--- config.mk ---
export PLATFORM = sky130hd
export DESIGN_NAME = uart_tx_wrapper_flat
export DESIGN_NICKNAME = d
export VERILOG_FILES = /design/src/rtl/uart_tx_wrapper_if.sv /design/src/rtl/uart_tx_wrapper.sv /design/src/flat_wrapper.sv
export SDC_FILE = /design/constraint.sdc
export NUM_CORES = 1
export LEC_CHECK = 0
export CAP_MARGIN = 5
export CORE_MARGIN = 10
export CORE_UTILIZATION = 40
export DETAILED_ROUTE_END_ITERATION = 16
export SLEW_MARGIN = 15
export SYNTH_ARGS = -nofsm -noshare
export SYNTH_HDL_FRONTEND = slang
export SYNTH_SLANG_ARGS = --single-unit
--- constraint.sdc ---
create_clock -name clk -period 3.1 [get_ports clk]
set_input_delay 0.62 -clock clk [delete_from_list [all_inputs] [get_ports clk]]
set_output_delay 0.62 -clock clk [all_outputs]
set_load 0.03 [all_outputs]
--- src/rtl/uart_tx_wrapper_if.sv ---
`default_nettype none
// ============================================================================
// Module   : uart_tx_wrapper_if
// Purpose  : Word handshake between a producer and the UART transmitter.
// Revision : 1.0 - initial release
// ============================================================================
interface uart_tx_wrapper_if;
  logic [31:0] data_in;
  logic        data_valid;
  logic        data_ready;

  modport master (
    output data_in,
    output data_valid,
    input  data_ready
  );

  modport slave (
    input  data_in,
    input  data_valid,
    output data_ready
  );
endinterface
`default_nettype wire

--- src/rtl/uart_tx_wrapper.sv ---
`default_nettype none
// ============================================================================
// Module   : uart_tx_wrapper
// Purpose  : Word FIFO feeding a UART 8N1 serializer, 4 bytes per word, LSB first.
// Revision : 1.0 - initial release
// ============================================================================
module uart_tx_wrapper #(
  parameter int CLKS_PER_BIT = 868,
  parameter int FIFO_DEPTH   = 4
) (
  input  logic             clk,
  input  logic             reset_n,
  uart_tx_wrapper_if.slave bus,
  output logic             io_tx,
  output logic             busy,
  output logic             word_done
);

  localparam int AW = (FIFO_DEPTH > 1) ? $clog2(FIFO_DEPTH) : 1;
  localparam int PW = AW + 1;
  localparam int CW = (CLKS_PER_BIT > 1) ? $clog2(CLKS_PER_BIT) : 1;
  localparam logic [CW-1:0] BAUD_MAX = CW'(CLKS_PER_BIT - 1);
  localparam logic [PW-1:0] FULL_CNT = PW'(FIFO_DEPTH);

  typedef enum logic [1:0] {
    S_IDLE  = 2'd0,
    S_START = 2'd1,
    S_DATA  = 2'd2,
    S_STOP  = 2'd3
  } state_t;

  logic [31:0]   mem_q [FIFO_DEPTH];
  logic [31:0]   mem_d [FIFO_DEPTH];
  logic [PW-1:0] wr_ptr_q, wr_ptr_d;
  logic [PW-1:0] rd_ptr_q, rd_ptr_d;
  logic [PW-1:0] count_d;
  logic          data_ready_q, data_ready_d;

  state_t        state_q, state_d;
  logic [31:0]   shift_q, shift_d;
  logic [CW-1:0] baud_cnt_q, baud_cnt_d;
  logic [2:0]    bit_idx_q, bit_idx_d;
  logic [1:0]    byte_idx_q, byte_idx_d;
  logic          io_tx_q, io_tx_d;
  logic          word_done_q, word_done_d;

  logic          fifo_empty;
  logic          push;
  logic          pop;
  logic          baud_end;

  assign fifo_empty = (wr_ptr_q == rd_ptr_q);
  assign push       = bus.data_valid & data_ready_q;
  // Pop only from registered occupancy, so a fresh push is never popped on its own edge.
  assign pop        = (state_q == S_IDLE) && !fifo_empty;
  assign baud_end   = (baud_cnt_q == BAUD_MAX);

  always_comb begin
    mem_d    = mem_q;
    wr_ptr_d = wr_ptr_q + PW'(push);
    rd_ptr_d = rd_ptr_q + PW'(pop);
    if (push) begin
      mem_d[wr_ptr_q[AW-1:0]] = bus.data_in;
    end
    count_d      = wr_ptr_d - rd_ptr_d;
    data_ready_d = (count_d != FULL_CNT);
  end

  always_comb begin
    state_d     = state_q;
    shift_d     = shift_q;
    baud_cnt_d  = baud_cnt_q;
    bit_idx_d   = bit_idx_q;
    byte_idx_d  = byte_idx_q;
    word_done_d = 1'b0;
    case (state_q)
      S_IDLE: begin
        baud_cnt_d = '0;
        bit_idx_d  = '0;
        if (pop) begin
          shift_d    = mem_q[rd_ptr_q[AW-1:0]];
          byte_idx_d = '0;
          state_d    = S_START;
        end
      end
      S_START: begin
        if (baud_end) begin
          baud_cnt_d = '0;
          bit_idx_d  = '0;
          state_d    = S_DATA;
        end else begin
          baud_cnt_d = baud_cnt_q + CW'(1);
        end
      end
      S_DATA: begin
        if (baud_end) begin
          baud_cnt_d = '0;
          shift_d    = shift_q >> 1;
          if (bit_idx_q == 3'd7) begin
            bit_idx_d = '0;
            state_d   = S_STOP;
          end else begin
            bit_idx_d = bit_idx_q + 3'd1;
          end
        end else begin
          baud_cnt_d = baud_cnt_q + CW'(1);
        end
      end
      S_STOP: begin
        if (baud_end) begin
          baud_cnt_d = '0;
          if (byte_idx_q == 2'd3) begin
            byte_idx_d  = '0;
            word_done_d = 1'b1;
            state_d     = S_IDLE;
          end else begin
            byte_idx_d = byte_idx_q + 2'd1;
            state_d    = S_START;
          end
        end else begin
          baud_cnt_d = baud_cnt_q + CW'(1);
        end
      end
      default: state_d = S_IDLE;
    endcase
  end

  // Line level follows the current state, so it lags the state register by one edge.
  always_comb begin
    io_tx_d = 1'b1;
    case (state_q)
      S_START: io_tx_d = 1'b0;
      S_DATA:  io_tx_d = shift_q[0];
      default: io_tx_d = 1'b1;
    endcase
  end

  always_ff @(posedge clk or negedge reset_n) begin
    if (!reset_n) begin
      mem_q        <= '{default: '0};
      wr_ptr_q     <= '0;
      rd_ptr_q     <= '0;
      data_ready_q <= 1'b1;
      state_q      <= S_IDLE;
      shift_q      <= '0;
      baud_cnt_q   <= '0;
      bit_idx_q    <= '0;
      byte_idx_q   <= '0;
      io_tx_q      <= 1'b1;
      word_done_q  <= 1'b0;
    end else begin
      mem_q        <= mem_d;
      wr_ptr_q     <= wr_ptr_d;
      rd_ptr_q     <= rd_ptr_d;
      data_ready_q <= data_ready_d;
      state_q      <= state_d;
      shift_q      <= shift_d;
      baud_cnt_q   <= baud_cnt_d;
      bit_idx_q    <= bit_idx_d;
      byte_idx_q   <= byte_idx_d;
      io_tx_q      <= io_tx_d;
      word_done_q  <= word_done_d;
    end
  end

  assign bus.data_ready = data_ready_q;
  assign io_tx          = io_tx_q;
  assign word_done      = word_done_q;
  assign busy           = (state_q != S_IDLE) || !fifo_empty;

endmodule
`default_nettype wire

--- src/flat_wrapper.sv ---
// flat-port wrapper written by rule: the top's interface ports become plain ports
module uart_tx_wrapper_flat 
#(
  parameter int CLKS_PER_BIT = 868,
  parameter int FIFO_DEPTH   = 4
)
  (clk, reset_n, io_tx, busy, word_done, bus_data_in, bus_data_valid, bus_data_ready);
  uart_tx_wrapper_if bus_i ();
  input  logic clk;
  input  logic reset_n;
  output logic io_tx;
  output logic busy;
  output logic word_done;
  input wire logic [$bits(bus_i.data_in)-1:0] bus_data_in;
  input wire logic [$bits(bus_i.data_valid)-1:0] bus_data_valid;
  output wire logic [$bits(bus_i.data_ready)-1:0] bus_data_ready;
  assign bus_i.data_in = bus_data_in;
  assign bus_i.data_valid = bus_data_valid;
  assign bus_data_ready = bus_i.data_ready;
  uart_tx_wrapper #(.CLKS_PER_BIT(CLKS_PER_BIT), .FIFO_DEPTH(FIFO_DEPTH)) u_core (.clk(clk), .reset_n(reset_n), .bus(bus_i), .io_tx(io_tx), .busy(busy), .word_done(word_done));
endmodule
==> summary by stage <==
Logic synthesis
A synthesized cell averages 13.86 um2. Yosys mapped a number of flops with a built-in enable equal to 0. The post-synthesis cell type count is 43. The cell count after synthesis came out at 614. The sequential share of the synthesized area is 0.5471. The prevailing post-synth register cell is dfrtp_1. Synthesis inferred 186 register bits. Summing every instance area after synthesis gives 8512 um2. The count of synthesis-stage warnings from yosys is 0.

Of all flip-flops after synthesis, the portion carrying an async set or reset was 1.000. The number of nets in the synthesized netlist is 664.

Timing
The shortest period the worst path allows is 2805 ps. For the pin with the worst max-slew slack, the measured transition is 735.7 ps. Setup repair after global routing left no endpoint under its margin. The final number of hold-violating endpoints was 0.

The sum of negative setup slack is 0 ps. Dividing the final minimum period by the clock period gives 0.9047. The number of slew-limit violations in the final report is 0. Setup violations remaining at the end of the flow were counted as 0.

The worst clock skew is 10.39 ps. Timing would allow up to 0.3566 GHz. The worst relative slew slack is 0.5095.

Die
The initial standard-cell utilization of the core is 0.4062. The floorplan die area is 27510 um2. The placement row count is 53. For this design the top-level I/O count stands at 39. The area of the placeable core is 20960 um2. The die is 165.9 um wide. The die extent in y is 165.9 um.

Clock network
The post-cts repair resize count is 0. The total setup buffers inserted after CTS is 0. The count of clock tree sinks is 186. After clock tree synthesis, the clock-pin slew on the worst setup and hold paths is 70 ps. The CTS buffer count is 17.

The clock network latency to the later pin of the worst-skew pair is 430 ps. The root cell of the clock tree is clkbuf_16. The CTS tree is done. After clock tree synthesis, the flow added hold-fix buffers numbering 0. The depth of the CTS H-tree is 4. The deepest clock path buffer count is 2.

Hold path
The tightest min-delay check is of the input port to async pin type.

Outcome
The flow ran to the end, and the final reports show no timing, DRC or antenna violations.

Global route
The maximum number of pins on one net before global-route repair is 74. The total overflow left after global routing is 0. The number of antenna violations at the first check in global routing is 0. The first global-routing pass estimated 28700 um of wire. The total global routing track utilization is 0.1267. The number of global-route vias before repair is 5575.

Drt
The first detailed-routing pass ran for 4 iterations. The violation count after the first detailed-route iteration is 171. The residual antenna-violating net count after detailed routing is 0. The per-cell via count in the routed design is 5.190. The detailed router placed 4863 vias in this run. For this run, design rule violations remaining after detail routing come to 0. The total detailed-routing wirelength is 17070 um.

The average routed wire per standard cell is 18.22 um.

Critical path
For the worst setup path, the data required time is 2480 ps. The worst setup path is captured at a primary output. The depth of the worst register-to-register path is 12.

Data on the critical path arrives at its endpoint at 2180 ps. The critical register-to-register path endpoint is u_core.bus.data_ready$_DFF_PN1_. The worst register-to-register path begins at u_core.state_q[1]$_DFFE_PN0P_. The worst-case register-to-register setup slack is 720 ps.

Along the worst path, the maximum fanout reaches 6. The kind of critical path is flip-flop to primary output. The worst setup path is launched from a flip-flop.

Final layout
The count of inserted antenna diode cells is 0. From synthesis to final layout, the design area changed by 15.73%. Of the cells placed in the final design, the portion with a size suffix greater than 1 is 0.3716. At the end of the flow, the number of nets in the layout was 699.

Power
Power comes to 0.01103 W. The leakage power total is 4.314 nW. IR analysis of the VDD net gives a maximum drop of 0.5165 mV.

Internal power comes to 0.007583 W. For this design the total switching power over the nets is 0.003444 W. Dividing total power by cell area gives a power density of 1119 nW/um2. Of the total power, the share spent switching nets is 0.3123.

The share of total power dissipated in sequential elements is 0.384. Of the total power, the clock network draws 0.213. The combinational share of power is 0.403.

Place
The final weighted congestion in routability-driven placement is 0.7385. The number of input and output port buffers inserted is 38. The HPWL after detailed placement is 10780 um.

Job
The number of maximum-capacitance violations is 0.
area by class of cell:
cell class	instances	area, um2
multi-input combinational	384	3657
tap	275	344.1
inverter	10	37.54
clock inverter	11	193.9
sequential	186	4658
timing repair buffer	50	509.2
fill	1922	11100
clock buffer	21	450.4
how the worst max path moves through the flow:
stage	start	slack, ps	endpoint
after floorplan	u_core.rd_ptr_q[0]$_DFF_PN0_	970	u_core.bus.data_ready$_DFF_PN1_
after global placement	bus_data_valid	600	u_core.bus.data_ready$_DFF_PN1_
after detailed placement	bus_data_valid	550	u_core.bus.data_ready$_DFF_PN1_
after CTS	u_core.state_q[0]$_DFFE_PN0P_	280	busy
after global routing	u_core.state_q[0]$_DFFE_PN0P_	200	busy
final	u_core.state_q[0]$_DFFE_PN0P_	300	busy
power by group through the flow:
stage	sequential (W)	clock [W]	combinational (W)
2_1_floorplan	0.00407	0	0.00365
3_3_place_gp	0.00417	0	0.00436
3_5_place_dp	0.00428	0	0.00453
4_1_cts	0.00424	0.00241	0.00454
5_1_grt	0.00438	0.00252	0.00489
6_report	0.00424	0.00235	0.00444
cells in the final DEF (no fill, tap or decap), types with 2 or more instances in the layout:
cell type,Yosys,layout
clkbuf_16,0,17
nor2b_1,2,2
ha_1,15,15
o2111ai_1,2,2
bufinv_16,0,5
nor2_1,14,14
mux2_1,3,3
mux2_2,159,159
buf_4,0,9
clkdlybuf4s50_1,0,37
xor2_1,7,7
a21bo_2,2,2
nand3b_1,2,2
clkinv_4,0,3
mux4_2,32,32
nand3_1,9,9
clkinv_2,0,2
xnor2_1,7,7
nand2_1,99,99
nand2b_1,2,2
dfstp_2,2,2
inv_1,9,9
mux2i_1,2,2
clkbuf_1,19,3
dfrtp_1,184,183
or2_2,2,2
buf_12,0,3
nand4_1,2,2
nand4b_1,2,2
and3_1,5,5
cell usage after synthesis, drive strengths merged (3+ instances only):
cell    instances  share of area
mux4           32          0.085
nor2           14         0.0062
inv             9         0.0040
and3            5         0.0037
nand2          99          0.044
dfrtp         184           0.54
clkbuf         19         0.0084
nand4           3         0.0029
xor2            7         0.0072
nand3           9         0.0053
buf            15          0.011
mux2          162           0.21
xnor2           7         0.0072
ha             15          0.022
state kept, by name, indices dropped and copies added, names as in the netlist:
| signal | cells |
|---|---|
| u_core.baud_cnt_q | 10 |
| u_core.bit_idx_q | 3 |
| u_core.bus.data_ready | 1 |
| u_core.byte_idx_q | 2 |
| u_core.io_tx | 1 |
| u_core.mem_q | 128 |
| u_core.rd_ptr_q | 3 |
| u_core.shift_q | 32 |
| u_core.state_q | 2 |
| u_core.word_done | 1 |
| u_core.wr_ptr_q | 3 |
cells by family after synthesis:
kind of cell | Yosys count | share of synthesized area
buffers and inverters | 44 | 0.02396
AND/OR/NAND/NOR | 146 | 0.07717
AO/OA/AOI/OAI | 13 | 0.01397
multiplexers | 196 | 0.3013
XOR/XNOR | 14 | 0.01441
adder cells (fa/ha/maj) | 15 | 0.02205
flip-flops | 186 | 0.5471
metal layers:
metal,GRT usage,up-vias,part of all wire
met2,0.2183,56,0.52
met4,0.04237,0,0.014
li1,-,2234,-
met5,0,-,0
met3,0.02485,18,0.021
met1,0.1552,2555,0.44
stage by stage:
| stage | std cells | util | setup slack (ps) | instance area [um2] | hold slack, ps |
|---|---|---|---|---|---|
| final | 937 | 0.4701 | 295.4 | 9851 | 211.2 |
| after floorplan | 614 | - | 969.8 | 8512 | 324.4 |
| after detailed placement | 905 | 0.4393 | 549.2 | 9206 | 475.2 |
| after CTS | 937 | 0.4701 | 282.7 | 9851 | 239.6 |
| after global placement | 905 | 0.4393 | 601.9 | 9206 | 467.6 |
| after global routing | 937 | 0.4701 | 204.7 | 9851 | 261.9 |
worst max-delay path, cell delays in order (launching register included):
cell and delay (ps):
dfrtp_1 400, inv_1 150, ha_1 300, nand4_2 240, clkdlybuf4s50_1 670
Note: power is estimated with default switching activity, not from simulation.
